--- config.mk ---
export PLATFORM = sky130hd
export DESIGN_NAME = demuxl2_lane_ctrl_flat
export DESIGN_NICKNAME = d
export VERILOG_FILES = /design/src/rtl/demuxl2_lane_ctrl_pkg.sv /design/src/rtl/demuxl2_lane_ctrl_if.sv /design/src/rtl/demuxl2_lane_reg.sv /design/src/rtl/demuxl2_lane_ctrl.sv /design/src/flat_wrapper.sv
export SDC_FILE = /design/constraint.sdc
export NUM_CORES = 1
export LEC_CHECK = 0
export CORE_UTILIZATION = 58
export CTS_BUF_LIST = sky130_fd_sc_hd__clkbuf_8
export DETAILED_ROUTE_END_ITERATION = 10
export DONT_BUFFER_PORTS = 1
export PLACE_DENSITY = 0.75
export SETUP_SLACK_MARGIN = 0.2
export SYNTH_ARGS = -nofsm -noshare
export SYNTH_HDL_FRONTEND = slang
export SYNTH_SLANG_ARGS = --single-unit
--- constraint.sdc ---
create_clock -name clk_4f -period 1.7 [get_ports clk_4f]
set_input_delay 0.425 -clock clk_4f [delete_from_list [all_inputs] [get_ports clk_4f]]
set_output_delay 0.425 -clock clk_4f [all_outputs]
set_load 0.01 [all_outputs]
--- src/rtl/demuxl2_lane_ctrl_pkg.sv ---
// Shared types and defaults for the two-lane byte striper.
// State encodings are one-hot so the state port can be decoded directly by the lane demuxes.
package demuxl2_lane_ctrl_pkg;

    localparam int WIDTH_DEF = 8;

    typedef enum logic [1:0] {
        ST_SYNC = 2'b01,
        ST_RUN  = 2'b10
    } state_t;

endpackage

--- src/rtl/demuxl2_lane_ctrl_if.sv ---
// Byte-stream input and two-lane output bundle of the lane controller.
// The master side is the byte source; the slave side is the controller.
interface demuxl2_lane_ctrl_if
    import demuxl2_lane_ctrl_pkg::*;
#(
    parameter int WIDTH = WIDTH_DEF
);
    logic [WIDTH-1:0] data_in;
    logic             valid_in;
    logic [WIDTH-1:0] data_00;
    logic             valid_00;
    logic [WIDTH-1:0] data_11;
    logic             valid_11;
    logic             phase_2f;
    logic             sel;
    state_t           state;

    modport master (
        output data_in, valid_in,
        input  data_00, valid_00, data_11, valid_11, phase_2f, sel, state
    );

    modport slave (
        input  data_in, valid_in,
        output data_00, valid_00, data_11, valid_11, phase_2f, sel, state
    );
endinterface

--- src/rtl/demuxl2_lane_reg.sv ---
// Purpose: W-bit register with load enable and async active-low clear.
// Latency: 1 cycle from ld to q.
// Backpressure: none; loads whenever ld is high.
module demuxl2_lane_reg #(
    parameter int W = 9
) (
    input  logic         clk_4f,
    input  logic         reset_L,
    input  logic         ld,
    input  logic [W-1:0] d,
    output logic [W-1:0] q
);
    always_ff @(posedge clk_4f or negedge reset_L) begin
        if (!reset_L) begin
            q <= '0;
        end else if (ld) begin
            q <= d;
        end
    end
endmodule

--- src/rtl/demuxl2_lane_ctrl.sv ---
// Purpose: stripe a clk_4f byte stream onto lanes 00/11, committing pairs on a phase strobe.
// Latency: lane0 byte at t, lane1 byte at t+1 -> both lanes valid t+2..t+3.
// Backpressure: none; invalid slots pass through with valid=0, long idle drops to SYNC.
module demuxl2_lane_ctrl
    import demuxl2_lane_ctrl_pkg::*;
#(
    parameter int WIDTH      = WIDTH_DEF,
    parameter int IDLE_LIMIT = 4,
    parameter int CNT_W      = 3
) (
    input  logic             clk_4f,
    input  logic             reset_L,
    demuxl2_lane_ctrl_if.slave bus
);
    localparam logic [CNT_W-1:0] LIM = CNT_W'(IDLE_LIMIT);

    state_t           state_q, state_d;
    logic             sel_q, sel_d;
    logic             phase_q, phase_d;
    logic [CNT_W-1:0] idle_q, idle_d, idle_upd;
    logic             hold_ld, lane_ld;
    logic [WIDTH:0]   in_word, hold_q, lane0_q, lane1_q;

    assign in_word = {bus.data_in, bus.valid_in};

    always_ff @(posedge clk_4f or negedge reset_L) begin
        if (!reset_L) begin
            state_q <= ST_SYNC;
            sel_q   <= 1'b0;
            phase_q <= 1'b0;
            idle_q  <= '0;
        end else begin
            state_q <= state_d;
            sel_q   <= sel_d;
            phase_q <= phase_d;
            idle_q  <= idle_d;
        end
    end

    always_comb begin
        state_d  = state_q;
        sel_d    = sel_q;
        phase_d  = 1'b0;
        idle_d   = idle_q;
        hold_ld  = 1'b0;
        lane_ld  = 1'b0;
        // Saturating idle count; with a zero limit it simply stays at zero.
        idle_upd = bus.valid_in ? '0 : ((idle_q >= LIM) ? LIM : idle_q + CNT_W'(1));
        case (state_q)
            ST_SYNC: begin
                if (bus.valid_in) begin
                    hold_ld = 1'b1;
                    sel_d   = 1'b1;
                    state_d = ST_RUN;
                end
            end
            ST_RUN: begin
                idle_d = idle_upd;
                sel_d  = ~sel_q;
                if (!sel_q) begin
                    hold_ld = 1'b1;
                end else begin
                    lane_ld = 1'b1;
                    phase_d = 1'b1;
                    // The pair is committed before falling back to alignment.
                    if ((IDLE_LIMIT != 0) && (idle_upd >= LIM)) begin
                        state_d = ST_SYNC;
                        sel_d   = 1'b0;
                        idle_d  = '0;
                    end
                end
            end
            default: begin
                state_d = ST_SYNC;
                sel_d   = 1'b0;
                idle_d  = '0;
            end
        endcase
    end

    demuxl2_lane_reg #(.W(WIDTH + 1)) u_hold0 (
        .clk_4f  (clk_4f),
        .reset_L (reset_L),
        .ld      (hold_ld),
        .d       (in_word),
        .q       (hold_q)
    );

    demuxl2_lane_reg #(.W(WIDTH + 1)) u_lane00 (
        .clk_4f  (clk_4f),
        .reset_L (reset_L),
        .ld      (lane_ld),
        .d       (hold_q),
        .q       (lane0_q)
    );

    demuxl2_lane_reg #(.W(WIDTH + 1)) u_lane11 (
        .clk_4f  (clk_4f),
        .reset_L (reset_L),
        .ld      (lane_ld),
        .d       (in_word),
        .q       (lane1_q)
    );

    assign bus.data_00  = lane0_q[WIDTH:1];
    assign bus.valid_00 = lane0_q[0];
    assign bus.data_11  = lane1_q[WIDTH:1];
    assign bus.valid_11 = lane1_q[0];
    assign bus.phase_2f = phase_q;
    assign bus.sel      = sel_q;
    assign bus.state    = state_q;
endmodule

--- src/flat_wrapper.sv ---
// flat-port wrapper written by rule: the top's interface ports become plain ports
module demuxl2_lane_ctrl_flat import demuxl2_lane_ctrl_pkg::*;
#(
    parameter int WIDTH      = WIDTH_DEF,
    parameter int IDLE_LIMIT = 4,
    parameter int CNT_W      = 3
)
  (clk_4f, reset_L, bus_data_in, bus_valid_in, bus_data_00, bus_valid_00, bus_data_11, bus_valid_11, bus_phase_2f, bus_sel, bus_state);
  demuxl2_lane_ctrl_if #(.WIDTH(WIDTH)) bus_i ();
  input  logic clk_4f;
  input  logic reset_L;
  input wire logic [$bits(bus_i.data_in)-1:0] bus_data_in;
  input wire logic [$bits(bus_i.valid_in)-1:0] bus_valid_in;
  output wire logic [$bits(bus_i.data_00)-1:0] bus_data_00;
  output wire logic [$bits(bus_i.valid_00)-1:0] bus_valid_00;
  output wire logic [$bits(bus_i.data_11)-1:0] bus_data_11;
  output wire logic [$bits(bus_i.valid_11)-1:0] bus_valid_11;
  output wire logic [$bits(bus_i.phase_2f)-1:0] bus_phase_2f;
  output wire logic [$bits(bus_i.sel)-1:0] bus_sel;
  output wire logic [$bits(bus_i.state)-1:0] bus_state;
  assign bus_i.data_in = bus_data_in;
  assign bus_i.valid_in = bus_valid_in;
  assign bus_data_00 = bus_i.data_00;
  assign bus_valid_00 = bus_i.valid_00;
  assign bus_data_11 = bus_i.data_11;
  assign bus_valid_11 = bus_i.valid_11;
  assign bus_phase_2f = bus_i.phase_2f;
  assign bus_sel = bus_i.sel;
  assign bus_state = bus_i.state;
  demuxl2_lane_ctrl #(.WIDTH(WIDTH), .IDLE_LIMIT(IDLE_LIMIT), .CNT_W(CNT_W)) u_core (.clk_4f(clk_4f), .reset_L(reset_L), .bus(bus_i));
endmodule
==> results.cfg <==
[cells_and_area]
layout-drive-gt1-share_pct = 46.7
final_common_cell = dfrtp_1
area_growth_syn_to_layout_pct = 20.4
final_cell_mix = dfrtp_1 (32), mux2_2 (18), mux2_4 (9)
final_nets = 122
n_antenna_cell = 0

[timing]
period_share_pct = 95.6
worst_pin_slew_ns = 0.208
slew_violations = 0
period_needed_ns = 1.62
holdWs_ns = 0.292
relSlewSlack_pct = 86.0
timing.setup.tns_ns = 0
fmax_mhz = 616
clock_skew_ns = 0.00598
setup_viol = 0
rsz0062_at_grt = true
hold_viol = 0

[worst_setup_path]
path_cells = inv_2 -> ha_4 -> a21oi_4 -> clkbuf_16 -> mux2_4
crit_family = flip-flops
path_max_fanout = 4
cp.arrival_ns = 1.78
cp_data_required_time_ns = 1.86
crit_path_start_kind = register
max_stage_delay_ns = 0.57
endpoint_kind = register
critical_path_class = register to register
critical_path_buf_inv_count = 2
crit_slowest_cell = dfstp_2

[power]
power.leakage_nw = 0.787
clkPwrFrac_pct = 16.0
power.share.switching_pct = 32.3
irDropWorstVdd_uv = 1220
powerDensity_mw_per_mm2 = 1930
p_sw_w = 0.00105
pwr-share-comb_pct = 36.2
p_int_w = 0.00221
p_seq_share_pct = 47.8

[clock_tree]
cts_tree = yes
clockBufferDepth = 2
path_clk_slew_ns = 0.06
cts_made_buffers = 5
clock-sinks = 34
clk_latency_ns = 0.28
clock-root-buffer = clkbuf_8
htree_levels = 2

[logic_synthesis]
synth_cells = 94
syn-num-nets = 109
syn_avg_cell_area_um2 = 15.0
synthArstFlopShare_pct = 100
synth-seq-cells = 34
netlist_area_mm2 = 0.00141
synth_edf_count = 0
seq_area_frac_synth_pct = 60.5
dominantRegCellSynth = dfrtp_1
ys_warn_count = 0
synth.distinct_cells = 23

[floorplan]
coreArea_mm2 = 0.00225
start_util_pct = 62.4
fp.dieArea_mm2 = 0.00263
rows = 17
io_pins = 33
die_h_um = 51.3
die_w_um = 51.3

[grt]
grt_pass1_wl_mm = 3.82
grt_max_degree = 35
grt_pass1_vias = 849
overflow = 0
grt_antenna_before_repair = 0
track_usage_pct = 21.0

[drt]
wl_per_cell_um = 18.3
drt_iter0_markers = 21
vias = 785
avgViaCountPerCell = 5.81
drc = 0
first_pass_iters = 4
postRouteAntennaNets = 0
wl_mm = 2.48

[hold_path]
hold_class = input pin to register

[placed_design]
port-buffer-count = 0
gp_congestion = 0.823
hpwl_mm = 1.50

[run]
maxCapViolCount = 0

[status]
status = complete, no violations
path summary, 6_finish.rpt:
path / end / startpoint / slack [ns] / cells past startpoint
setup / recovery: u_core.u_hold0.q[2] / u_core.bus.state[0] / 0.08 / 5
hold / removal: u_core.u_lane11.q[8] / bus_data_in[7] / 0.29 / 1
setup reg to reg: u_core.u_hold0.q[2] / u_core.bus.state[0] / 0.08 / 5
hold reg to reg: u_core.u_hold0.q[2] / u_core.u_hold0.q[2] / 0.51 / 1
max in group asynchronous: u_core.bus.state[0] / reset_L / 0.85 / 2
min in group asynchronous: u_core.u_hold0.q[1] / reset_L / 0.61 / 2
area by class of cell:
cell class / count / area (µm²)
Multi-Input combinational cell: 53 / 606
Clock inverter: 2 / 7.51
Tap cell: 28 / 35.0
Timing Repair Buffer: 8 / 105
Sequential cell: 34 / 853
Clock buffer: 5 / 68.8
Fill cell: 139 / 561
Inverter: 5 / 18.8
layer usage:
metal | vias to the layer above | part of all wire [%] | GRT usage, %
met2 | 25 | 51 | 34.0
li1 | 348 | - | -
met1 | 407 | 40 | 22.8
met3 | 5 | 7.2 | 9.82
met4 | 0 | 1.6 | 11.3
met5 | - | 0 | 0
stage by stage:
step	worst slack, ns	instances	util, %	total power [W]	area [µm²]
final	0.0756	135	75.1	0.00326	1690
after global routing	0.0285	135	75.1	0.00344	1690
after CTS	0.0768	133	71.5	0.00302	1610
after detailed placement	0.0175	123	65.2	0.00240	1470
after global placement	0.0509	123	65.2	0.00234	1470
after floorplan	0.0857	94	-	0.00221	1440
what timing repair did:
action / in CTS / in global routing
endpoints found under the hold margin: 34 / 0
gates resized for setup: 3 / 12
setup endpoints to repair: 29 / 19
pin swaps: 1 / 2
cloned: 0 / 1
setup buffers: 1 / 1
hold buffers: 2 / 0
power groups by stage:
stage / logic, W / clock network, W / registers (W)
3_3_place_gp: 0.000804 / 0 / 0.00154
5_1_grt: 0.00126 / 0.000569 / 0.00161
3_5_place_dp: 0.000840 / 0 / 0.00156
2_1_floorplan: 0.000717 / 0 / 0.00149
6_report: 0.00118 / 0.000521 / 0.00156
4_1_cts: 0.000953 / 0.000525 / 0.00155
cell usage after synthesis (2+ instances only):
master	number	area [µm²]
mux2_2	27	304
nor2b_1	2	12.5
and2b_1	2	15.0
ha_1	4	50.1
o22a_1	2	17.5
nand2_1	4	15.0
inv_1	5	18.8
dfrtp_1	33	826
registers in the layout (all words and copies together) (netlist names):
| signal | cells |
|---|---|
| u_core.bus.state | 2 |
| u_core.u_lane00.q | 9 |
| u_core.u_hold0.q | 9 |
| u_core.bus.sel | 1 |
| u_core.idle_q | 3 |
| u_core.u_lane11.q | 9 |
| u_core.bus.phase_2f | 1 |
logic make-up after synthesis:
logic type / synth area share, %
compound gates: 4.98
fa+ha+maj: 3.56
buf+inv: 2.84
flops: 60.5
mux: 21.6
simple gates: 6.49
Note: power is estimated with default switching activity, not from simulation.
